### src/rtl/dmem_arbiter.sv
// dmem_arbiter: round-robin two-port arbiter in front of a single-ported data memory.
// Revision 1.0 - initial release.
`default_nettype none

module dmem_arbiter #(
  parameter int DM_ADDRESS = 9,
  parameter int DATA_W     = 32
) (
  input  logic                  clk,
  input  logic                  reset_n,
  input  logic                  req0,
  input  logic                  req1,
  input  logic                  we0,
  input  logic                  we1,
  input  logic [DM_ADDRESS-1:0] addr0,
  input  logic [DM_ADDRESS-1:0] addr1,
  input  logic [DATA_W-1:0]     wdata0,
  input  logic [DATA_W-1:0]     wdata1,
  input  logic [2:0]            funct3_0,
  input  logic [2:0]            funct3_1,
  output logic                  gnt0,
  output logic                  gnt1,
  output logic                  done0,
  output logic                  done1,
  output logic                  err0,
  output logic                  err1,
  output logic [DATA_W-1:0]     rdata0,
  output logic [DATA_W-1:0]     rdata1,
  output logic                  busy,
  output logic                  mem_read,
  output logic                  mem_write,
  output logic [DM_ADDRESS-1:0] mem_a,
  output logic [DATA_W-1:0]     mem_wd,
  output logic [2:0]            mem_funct3,
  input  logic [DATA_W-1:0]     mem_rd
);

  typedef enum logic [1:0] {
    IDLE  = 2'd0,
    ISSUE = 2'd1,
    DONE  = 2'd2
  } state_t;

  state_t                r_state;
  logic                  r_last;
  logic                  r_owner;
  logic                  r_we;
  logic                  r_mis;
  logic [DM_ADDRESS-1:0] r_addr;
  logic [DATA_W-1:0]     r_wd;
  logic [2:0]            r_f3;
  logic [DATA_W-1:0]     r_rdata0;
  logic [DATA_W-1:0]     r_rdata1;

  logic                  w_idle;
  logic                  w_gnt0;
  logic                  w_gnt1;
  logic                  w_sel_we;
  logic [DM_ADDRESS-1:0] w_sel_addr;
  logic [DATA_W-1:0]     w_sel_wd;
  logic [2:0]            w_sel_f3;
  logic                  w_sel_mis;

  function automatic logic misaligned(input logic [2:0] f3, input logic [1:0] a);
    logic m;
    m = 1'b0;
    if (f3 == 3'b010)
      m = (a != 2'b00);
    else if (f3 == 3'b001 || f3 == 3'b101)
      m = a[0];
    return m;
  endfunction

  // Contention goes to the port that did not win last; reset_n gates the grant so it reads 0 in reset.
  assign w_idle = (r_state == IDLE) && reset_n;
  assign w_gnt0 = w_idle && req0 && (!req1 || r_last);
  assign w_gnt1 = w_idle && req1 && !w_gnt0;

  assign w_sel_we   = w_gnt1 ? we1      : we0;
  assign w_sel_addr = w_gnt1 ? addr1    : addr0;
  assign w_sel_wd   = w_gnt1 ? wdata1   : wdata0;
  assign w_sel_f3   = w_gnt1 ? funct3_1 : funct3_0;
  assign w_sel_mis  = misaligned(w_sel_f3, w_sel_addr[1:0]);

  always_ff @(posedge clk or negedge reset_n) begin
    if (!reset_n) begin
      r_state  <= IDLE;
      r_last   <= 1'b1;
      r_owner  <= 1'b0;
      r_we     <= 1'b0;
      r_mis    <= 1'b0;
      r_addr   <= '0;
      r_wd     <= '0;
      r_f3     <= 3'b000;
      r_rdata0 <= '0;
      r_rdata1 <= '0;
    end else begin
      case (r_state)
        IDLE: begin
          if (w_gnt0 || w_gnt1) begin
            r_owner <= w_gnt1;
            r_last  <= w_gnt1;
            r_we    <= w_sel_we;
            r_mis   <= w_sel_mis;
            r_addr  <= w_sel_addr;
            r_wd    <= w_sel_wd;
            r_f3    <= w_sel_f3;
            r_state <= ISSUE;
          end
        end
        ISSUE: begin
          // Read data is valid at the end of the strobe cycle; land it straight in the owner's register.
          if (!r_we && !r_mis) begin
            if (r_owner)
              r_rdata1 <= mem_rd;
            else
              r_rdata0 <= mem_rd;
          end
          r_state <= DONE;
        end
        DONE:    r_state <= IDLE;
        default: r_state <= IDLE;
      endcase
    end
  end

  assign gnt0       = w_gnt0;
  assign gnt1       = w_gnt1;
  assign busy       = (r_state != IDLE);
  assign mem_read   = (r_state == ISSUE) && !r_we && !r_mis;
  assign mem_write  = (r_state == ISSUE) &&  r_we && !r_mis;
  assign mem_a      = r_addr;
  assign mem_wd     = r_wd;
  assign mem_funct3 = r_f3;
  assign done0      = (r_state == DONE) && !r_owner;
  assign done1      = (r_state == DONE) &&  r_owner;
  assign err0       = done0 && r_mis;
  assign err1       = done1 && r_mis;
  assign rdata0     = r_rdata0;
  assign rdata1     = r_rdata1;

endmodule

`default_nettype wire
### config.mk
export PLATFORM = sky130hd
export DESIGN_NAME = dmem_arbiter
export DESIGN_NICKNAME = d
export VERILOG_FILES = /design/src/rtl/dmem_arbiter.sv
export SDC_FILE = /design/constraint.sdc
export NUM_CORES = 1
export LEC_CHECK = 0
export BUFFER_PORTS_ARGS = -buffer_cell sky130_fd_sc_hd__buf_2
export CAP_MARGIN = 10
export CORE_UTILIZATION = 32
export CTS_CLUSTER_SIZE = 24
export DETAILED_ROUTE_END_ITERATION = 10
export HOLD_SLACK_MARGIN = 0.12
export PLACE_DENSITY = 0.7
export SYNTH_ARGS = -nofsm -noshare
export SYNTH_HDL_FRONTEND = slang
export SYNTH_SLANG_ARGS = --single-unit
### constraint.sdc
create_clock -name clk -period 2 [get_ports clk]
set_input_delay 0.4 -clock clk [delete_from_list [all_inputs] [get_ports clk]]
set_output_delay 0.4 -clock clk [all_outputs]
set_load 0.02 [all_outputs]
# After elaboration in Yosys (flattened, before gate mapping)
# Index checks and enable logic that the tools add are counted.
# classes
mux	8
bitwise	1
n_reduce_logical	28
eq_ne	6
# op_table
operator	count
$mux W32	1
$logic_and A1 B1 Y1	14
$mux W9	1
$reduce_and A3 Y1	2
$logic_not A1 Y1	5
$pmux W2 S2	1
$reduce_bool A2 Y1	2
$eq A3 B1 Y1 const B	1
$eq A3 B2 Y1 const B	1
$eq A3 B3 Y1 const B	1
$logic_or A1 B1 Y1	3
$mux W1	3
$mux W3	1
$eq A2 B1 Y1 const B	1
$eq A2 B2 Y1 const B	1
$logic_not A2 Y1	1
$mux W2	1
$ne A2 B1 Y1 const B	1
$reduce_and A2 Y1	1
$not A1 Y1	1
# word_totals
ff_bits	114

# Longest topological paths before layout
# Gate-level depths: netlist of the first run.
# logic_depth
ltp_word	11
depth_mapped	6

# Worst setup path before layout of the first run
# Ideal clock, no wire load.
# synth_path
path_type	reg2reg
start	register r_state[1]
end	register r_rdata0[0] (netlist: rdata0[0])
slack_ns	0.191
n_path_buf	2
t_arrival_ns	1.681
path_stages_with_launch	6
path_cell_list	dfrtp_1 nor4b_4 nor2b_1 buf_2 buf_6 mux2_1
# synth_via
elab_chain_cells	2
# synth_rtl
item	line	source
start, declared	44	state_t r_state;
start signal, assigned	87	r_state <= IDLE;
start signal, assigned	108	r_state <= ISSUE;
start signal, assigned	119	r_state <= DONE;
$eq A2 B1 Y1	98	case (r_state)
$reduce_and A3 Y1 (no line)	--	
end signal, assigned	117	r_rdata0 <= mem_rd;
end, declared	52	logic [DATA_W-1:0] r_rdata0;
# No other way between the ends.
# A chain may end at the register's enable or synchronous reset.

# Final worst setup path of the first run
# layout_path
start	register r_last
end	output port gnt0
# layout_via
elab_chain_cells	2
# layout_rtl
item	line	source
start, declared	45	logic r_last;
start signal, assigned	102	r_last <= w_gnt1;
$logic_or A1 B1 Y1	76	assign w_gnt0 = w_idle && req0 && (!req1 || r_last);
$logic_and A1 B1 Y1	76	
end, declared	21	output logic gnt0,
# No other way between the ends.

==> results of run 1 <==
[worst paths after layout]
kind / endpoint / cells past startpoint / slack [ns] / start
max: gnt0 / 3 / 0.06 / r_last
min: rdata0[15] / 2 / 0.23 / mem_rd[15]
max reg2reg: rdata0[12] / 5 / 0.23 / r_state[1]
min reg2reg: rdata0[15] / 1 / 0.48 / rdata0[15]
max in group asynchronous: r_last / 3 / 0.99 / reset_n
min in group asynchronous: r_state[1] / 2 / 0.24 / reset_n
[per-layer routing]
metal	wire, um	global-route usage, %	vias up	share of wire (%)
met2	6260	28.7	190	50
met5	0	0	-	0
met4	131	5.57	0	1.0
li1	-	-	1784	-
met1	5090	18.8	1874	41
met3	1060	5.72	11	8.5
[report_power, final]
group / internal [mW] / total (mW) / switching [mW]
Combinational: 1.38 / 3.47 / 2.08
Sequential: 3.24 / 3.75 / 0.507
Clock: 1.77 / 2.84 / 1.06
[cells in the mapped netlist, types with 3 or more instances]
cell type,instances,area (um2)
dfrtp_1,113,2830
mux2_1,64,721
nand3_1,5,25.0
nor2_1,3,11.3
o21ai_0,5,25.0
and3_1,41,257
a221o_1,41,410
a31oi_1,5,31.3
a21oi_1,5,25.0
clkbuf_1,5,18.8
buf_6,7,78.8
buf_2,14,70.1
[state kept, by name, summed over array words and instances, names as in the netlist]
name / count
mem_a: 9
mem_funct3: 3
mem_wd: 32
r_last: 1
r_mis: 1
r_owner: 1
r_state: 2
r_we: 1
rdata0: 32
rdata1: 32
[logic make-up after synthesis]
group | synth area share (%)
AO/OA/AOI/OAI | 11.6
buffers and inverters | 3.63
flip-flops | 60.4
multiplexers | 15.2
AND/OR/NAND/NOR | 9.21
[layout make-up]
| type | instances | area [um2] | share of cell area, % |
|---|---|---|---|
| inverter | 1 | 3.75 | 0.0553 |
| multi-input combinational | 194 | 1750 | 25.8 |
| tap | 184 | 230 | 3.39 |
| timing repair buffer | 261 | 1380 | 20.4 |
| clock inverter | 12 | 106 | 1.57 |
| clock buffer | 20 | 457 | 6.73 |
| sequential | 114 | 2860 | 42.1 |
[what timing repair did]
action                     4_1_cts  5_1_grt
resized for setup                8        6
setup buffers                    3        1
pin swaps                        2        3
hold buffers                     1        0
cloned                           0        0
setup endpoints to repair        3        5
hold endpoints to repair        40        0
[through the flow]
stage | area [um2] | hold WS (ns) | setup slack, ns
global route | 6790 | 0.210 | 0.00510
finish | 6790 | 0.225 | 0.0561
CTS | 6760 | 0.204 | 0.00162
detailed placement | 6150 | 0.471 | 0.236
global placement | 6150 | 0.461 | 0.271
floorplan | 4730 | 0.104 | 0.191
==> metrics, run 1 <==
CTS tree=built; status=completed; I/O Pins=243; CP max stage delay=0.58 ns; total CTS buffers=17; # Max-Cap Violations=0; CP Cell Sequence=a21bo_4 > and3_4 > buf_2; required time of the worst setup path=1.60 ns; Worst-path clk slew=0.06 ns; die area=15300 um2; P per Cell Area=1480 nW/um2; actual slew at the worst max-slew pin=0.892 ns; Synth Cell Area=4730 um2; Clock Sinks=114; Layout fillers=1325; #FFs+latches synth=114; Worst-Skew Late Latency=0.40 ns; worst path bufs/invs=1; crit end category=primary output; via/cell ratio=4.91; commonest cells after routing, fill and taps aside=buf_2 (238), dfrtp_1 (111), mux2_1 (64); Die Y=124 um; Main synth FF type=dfrtp_1; Hold Path Class=input pin to flip-flop; Hold Violations, Final=0; largest net degree at the start of global routing=74; CTS H-tree depth=4; Routed WL=12500 um; DRC viols=0; Post-synth EDFFs=0; GPL Wtd Cong=0.811; mean routed wirelength per cell=16.0 um; CTS max path bufs=2; crit path max fanout=7; Core Rows=44; Design Power=10.1 mW; antenna violations before repair=0; Final period util=97.2%; first-pass GRT wire length=18900 um; gr ovfl total=0; # diodes=0; Placed Cells=749; setup TNS=0 ns; Post-DP HPWL=9330 um; port bufs=242; final std cells w/o fill=786; DR iter-0 viols=121; max_slew headroom=40.5%; 1st-pass router iterations=4; Finished Core Util=46.9%; syn nets=461; ys async rst share=100%; vias in the first global route=3743; Synthesis Warnings=0; Layout area overhead=43.6%; Static Leakage=3.49 nW; Final min period=1.94 ns; Placeable Area=14500 um2; WS Path Type=flip-flop to primary output; Initial Utilization=32.7%; worst-path cell with the longest stage delay=dfstp_2; maximum VDD drop=0.553 mV; # setup viols final=0; unrepaired setup endpoints after global routing=false; fraction of layout cells with a size suffix above 1=50.7%; Final Skew=0.00936 ns; root buffer cell=clkbuf_16; synthesized instance count=335; Die Wd=124 um; CP startpoint kind=flip-flop; Fmax=514 MHz; Synth cell types=31; fin. max-slew vios=0; Via Count=3859; GRT Util Overall=16.5%; most common cell after layout, fill and taps aside=buf_2; crit-path leading delay family=flip-flops; post-route ant nets=0; Critical Path AT=1.54 ns; sequential area share after synthesis=60.4%; Post-Syn Area per Cell=14.1 um2; Final #Nets=715
Power figures use the tool's default switching activity.
==> run 2, diff against run 1 <==
--- a/config.mk
+++ b/config.mk
@@ -7,11 +7,13 @@
 export LEC_CHECK = 0
 export BUFFER_PORTS_ARGS = -buffer_cell sky130_fd_sc_hd__buf_2
 export CAP_MARGIN = 10
+export CELL_PAD_IN_SITES_DETAIL_PLACEMENT = 0
+export CELL_PAD_IN_SITES_GLOBAL_PLACEMENT = 1
 export CORE_UTILIZATION = 32
 export CTS_CLUSTER_SIZE = 24
 export DETAILED_ROUTE_END_ITERATION = 10
 export HOLD_SLACK_MARGIN = 0.12
-export PLACE_DENSITY = 0.7
+export PLACE_DENSITY_LB_ADDON = 0.05
 export SYNTH_ARGS = -nofsm -noshare
 export SYNTH_HDL_FRONTEND = slang
 export SYNTH_SLANG_ARGS = --single-unit
==> metrics, run 2 (synthesis results as in run 1) <==
antenna violations before repair=3 (was 0); R2R cell count=5 (unchanged); post-route ant nets=0 (unchanged); CP Cell Sequence=nor3b_1 > and2_1 > buf_2 (was a21bo_4 > and3_4 > buf_2); setup TNS=0 ns (unchanged); required time of the worst setup path=1.60 ns (about the same); fin. max-slew vios=0 (unchanged); most common cell after layout, fill and taps aside=buf_2 (unchanged); vias in the first global route=3763 (was 3743); Final #Nets=718 (was 715); CTS H-tree depth=4 (unchanged); Fmax=513 MHz (was 514 MHz); Design Power=10.6 mW (was 10.1 mW); Hold Violations, Final=0 (unchanged); Critical Path AT=1.55 ns (was 1.54 ns); P per Cell Area=1530 nW/um2 (was 1480 nW/um2); capturing point of the worst reg2reg path=rdata0[26] (was rdata0[12]); via/cell ratio=4.85 (was 4.91); CTS tree=built (unchanged); GRT Util Overall=17.8% (was 16.5%); Core Rows=44 (unchanged); Final period util=97.5% (was 97.2%); Final Skew=0.0114 ns (was 0.00936 ns); CTS max path bufs=2 (unchanged); die area=15300 um2 (unchanged); final std cells w/o fill=792 (was 786); Layout area overhead=46.5% (was 43.6%); actual slew at the worst max-slew pin=1.08 ns (was 0.892 ns); Via Count=3845 (was 3859); largest net degree at the start of global routing=86 (was 74); root buffer cell=clkbuf_16 (unchanged); max_slew headroom=27.8% (was 40.5%); fraction of layout cells with a size suffix above 1=50.7% (about the same); Critical Path Start=r_owner (was r_last); met2 WL=6450 um (was 6260 um); Routed WL=13400 um (was 12500 um); Met1 Routed Length=5680 um (was 5090 um); DRC viols=0 (unchanged); port bufs=242 (unchanged); Die Y=124 um (unchanged); maximum VDD drop=0.650 mV (was 0.553 mV); crit path max fanout=5 (was 7); Worst-path clk slew=0.05 ns (was 0.06 ns); worst-path cell with the longest stage delay=dfrtp_1 (was dfstp_2); unrepaired setup endpoints after global routing=true (was false); Static Leakage=3.56 nW (was 3.49 nW); crit end category=primary output (unchanged); gr ovfl total=0 (unchanged); Placed Cells=751 (was 749); I/O Pins=243 (unchanged); WS Path Type=flip-flop to primary output (unchanged); Placeable Area=14500 um2 (unchanged); mean routed wirelength per cell=16.9 um (was 16.0 um); top layer in use=met5 (was met4); commonest cells after routing, fill and taps aside=buf_2 (239), dfrtp_1 (111), mux2_1 (64) (was buf_2 (238), dfrtp_1 (111), mux2_1 (64)); FF-to-FF setup slack=0.17 ns (was 0.23 ns); Post-DP HPWL=9450 um (was 9330 um); # setup viols final=0 (unchanged); status=completed (unchanged); CP max stage delay=0.45 ns (was 0.58 ns); met3 WL=1080 um (was 1060 um); Finished Core Util=47.9% (was 46.9%); GPL Wtd Cong=0.741 (was 0.811); 1st-pass router iterations=4 (unchanged); Clock Sinks=114 (unchanged); Hold Path Class=input pin to flip-flop (unchanged); # Max-Cap Violations=0 (unchanged); Final min period=1.95 ns (was 1.94 ns); first-pass GRT wire length=20100 um (was 18900 um); CP startpoint kind=flip-flop (unchanged); Worst-Skew Late Latency=0.41 ns (was 0.40 ns); Initial Utilization=32.7% (unchanged); crit path to=err0 (was gnt0); total CTS buffers=17 (unchanged); Die Wd=124 um (unchanged); DR iter-0 viols=126 (was 121); Reg2Reg Launch Point=r_state[1] (unchanged)
## run 2: changes by cell type in the layout (fill, tap and decap cells not counted), sizes merged
cell | before | now
inv | 3 | 1
diode | 0 | 3
clkbuf | 20 | 22
buf | 260 | 263
clkinvlp | 4 | 1
clkinv | 5 | 4
bufinv | 1 | 5
## run 2: area by class of cell
cell class,count,area (um2)
clock inverters,10,178
well taps,184,230
repair buffers,264,1430
fillers,1362,7550
diodes,3,7.51
flip-flops and latches,114,2860
clock buffers,22,484
inverters,1,3.75
multi-input cells,194,1740
## run 2: per-layer routing
layer,track usage (%),up-vias
met5,0,-
met1,21.7,1875
li1,-,1803
met2,28.5,149
met4,7.38,2
met3,6.41,16
## run 2: worst min-delay path by stage
stage / end / slack, ns / depth (start not counted) / start
final: mem_wd[1] / 0.22 / 2 / wdata0[1]
after CTS: mem_wd[1] / 0.20 / 2 / wdata0[1]
after global routing: rdata1[5] / 0.21 / 2 / mem_rd[5]
after detailed placement: rdata0[8] / 0.47 / 1 / rdata0[8]
after global placement: r_owner / 0.46 / 2 / reset_n
after floorplan: mem_a[0] / 0.10 / 0 / reset_n
## run 2: worst max-delay path, delay by kind of cell (launching register included)
family | cells | cell delay [ns]
flops | 1 | 0.45
buf+inv | 1 | 0.15
simple gates | 2 | 0.53
## run 2: stage by stage
stage	hold slack, ns	setup WS, ns	cell area [um2]
after floorplan	0.104	0.191	4730
after global placement	0.461	0.279	6170
after detailed placement	0.471	0.225	6170
after CTS	0.202	0.00320	6890
after global routing	0.210	-0.0349	6920
final	0.215	0.0504	6930
## run 2: what timing repair did
| item | 4_1_cts | 5_1_grt |
|---|---|---|
| hold buffers | 1 | 0 |
| hold endpoints to repair | 28 | 0 |
| resized for setup | 9 | 2 |
| cloned | 0 | 0 |
| buffers inserted | 2 | 3 |
| endpoints found under the setup margin | 3 | 4 |
| pin swaps | 2 | 5 |
## run 2: power breakdown
part | internal (mW) | total [mW] | switching (mW)
logic | 1.40 | 3.50 | 2.11
clock network | 2.33 | 3.36 | 1.03
registers | 3.24 | 3.71 | 0.465
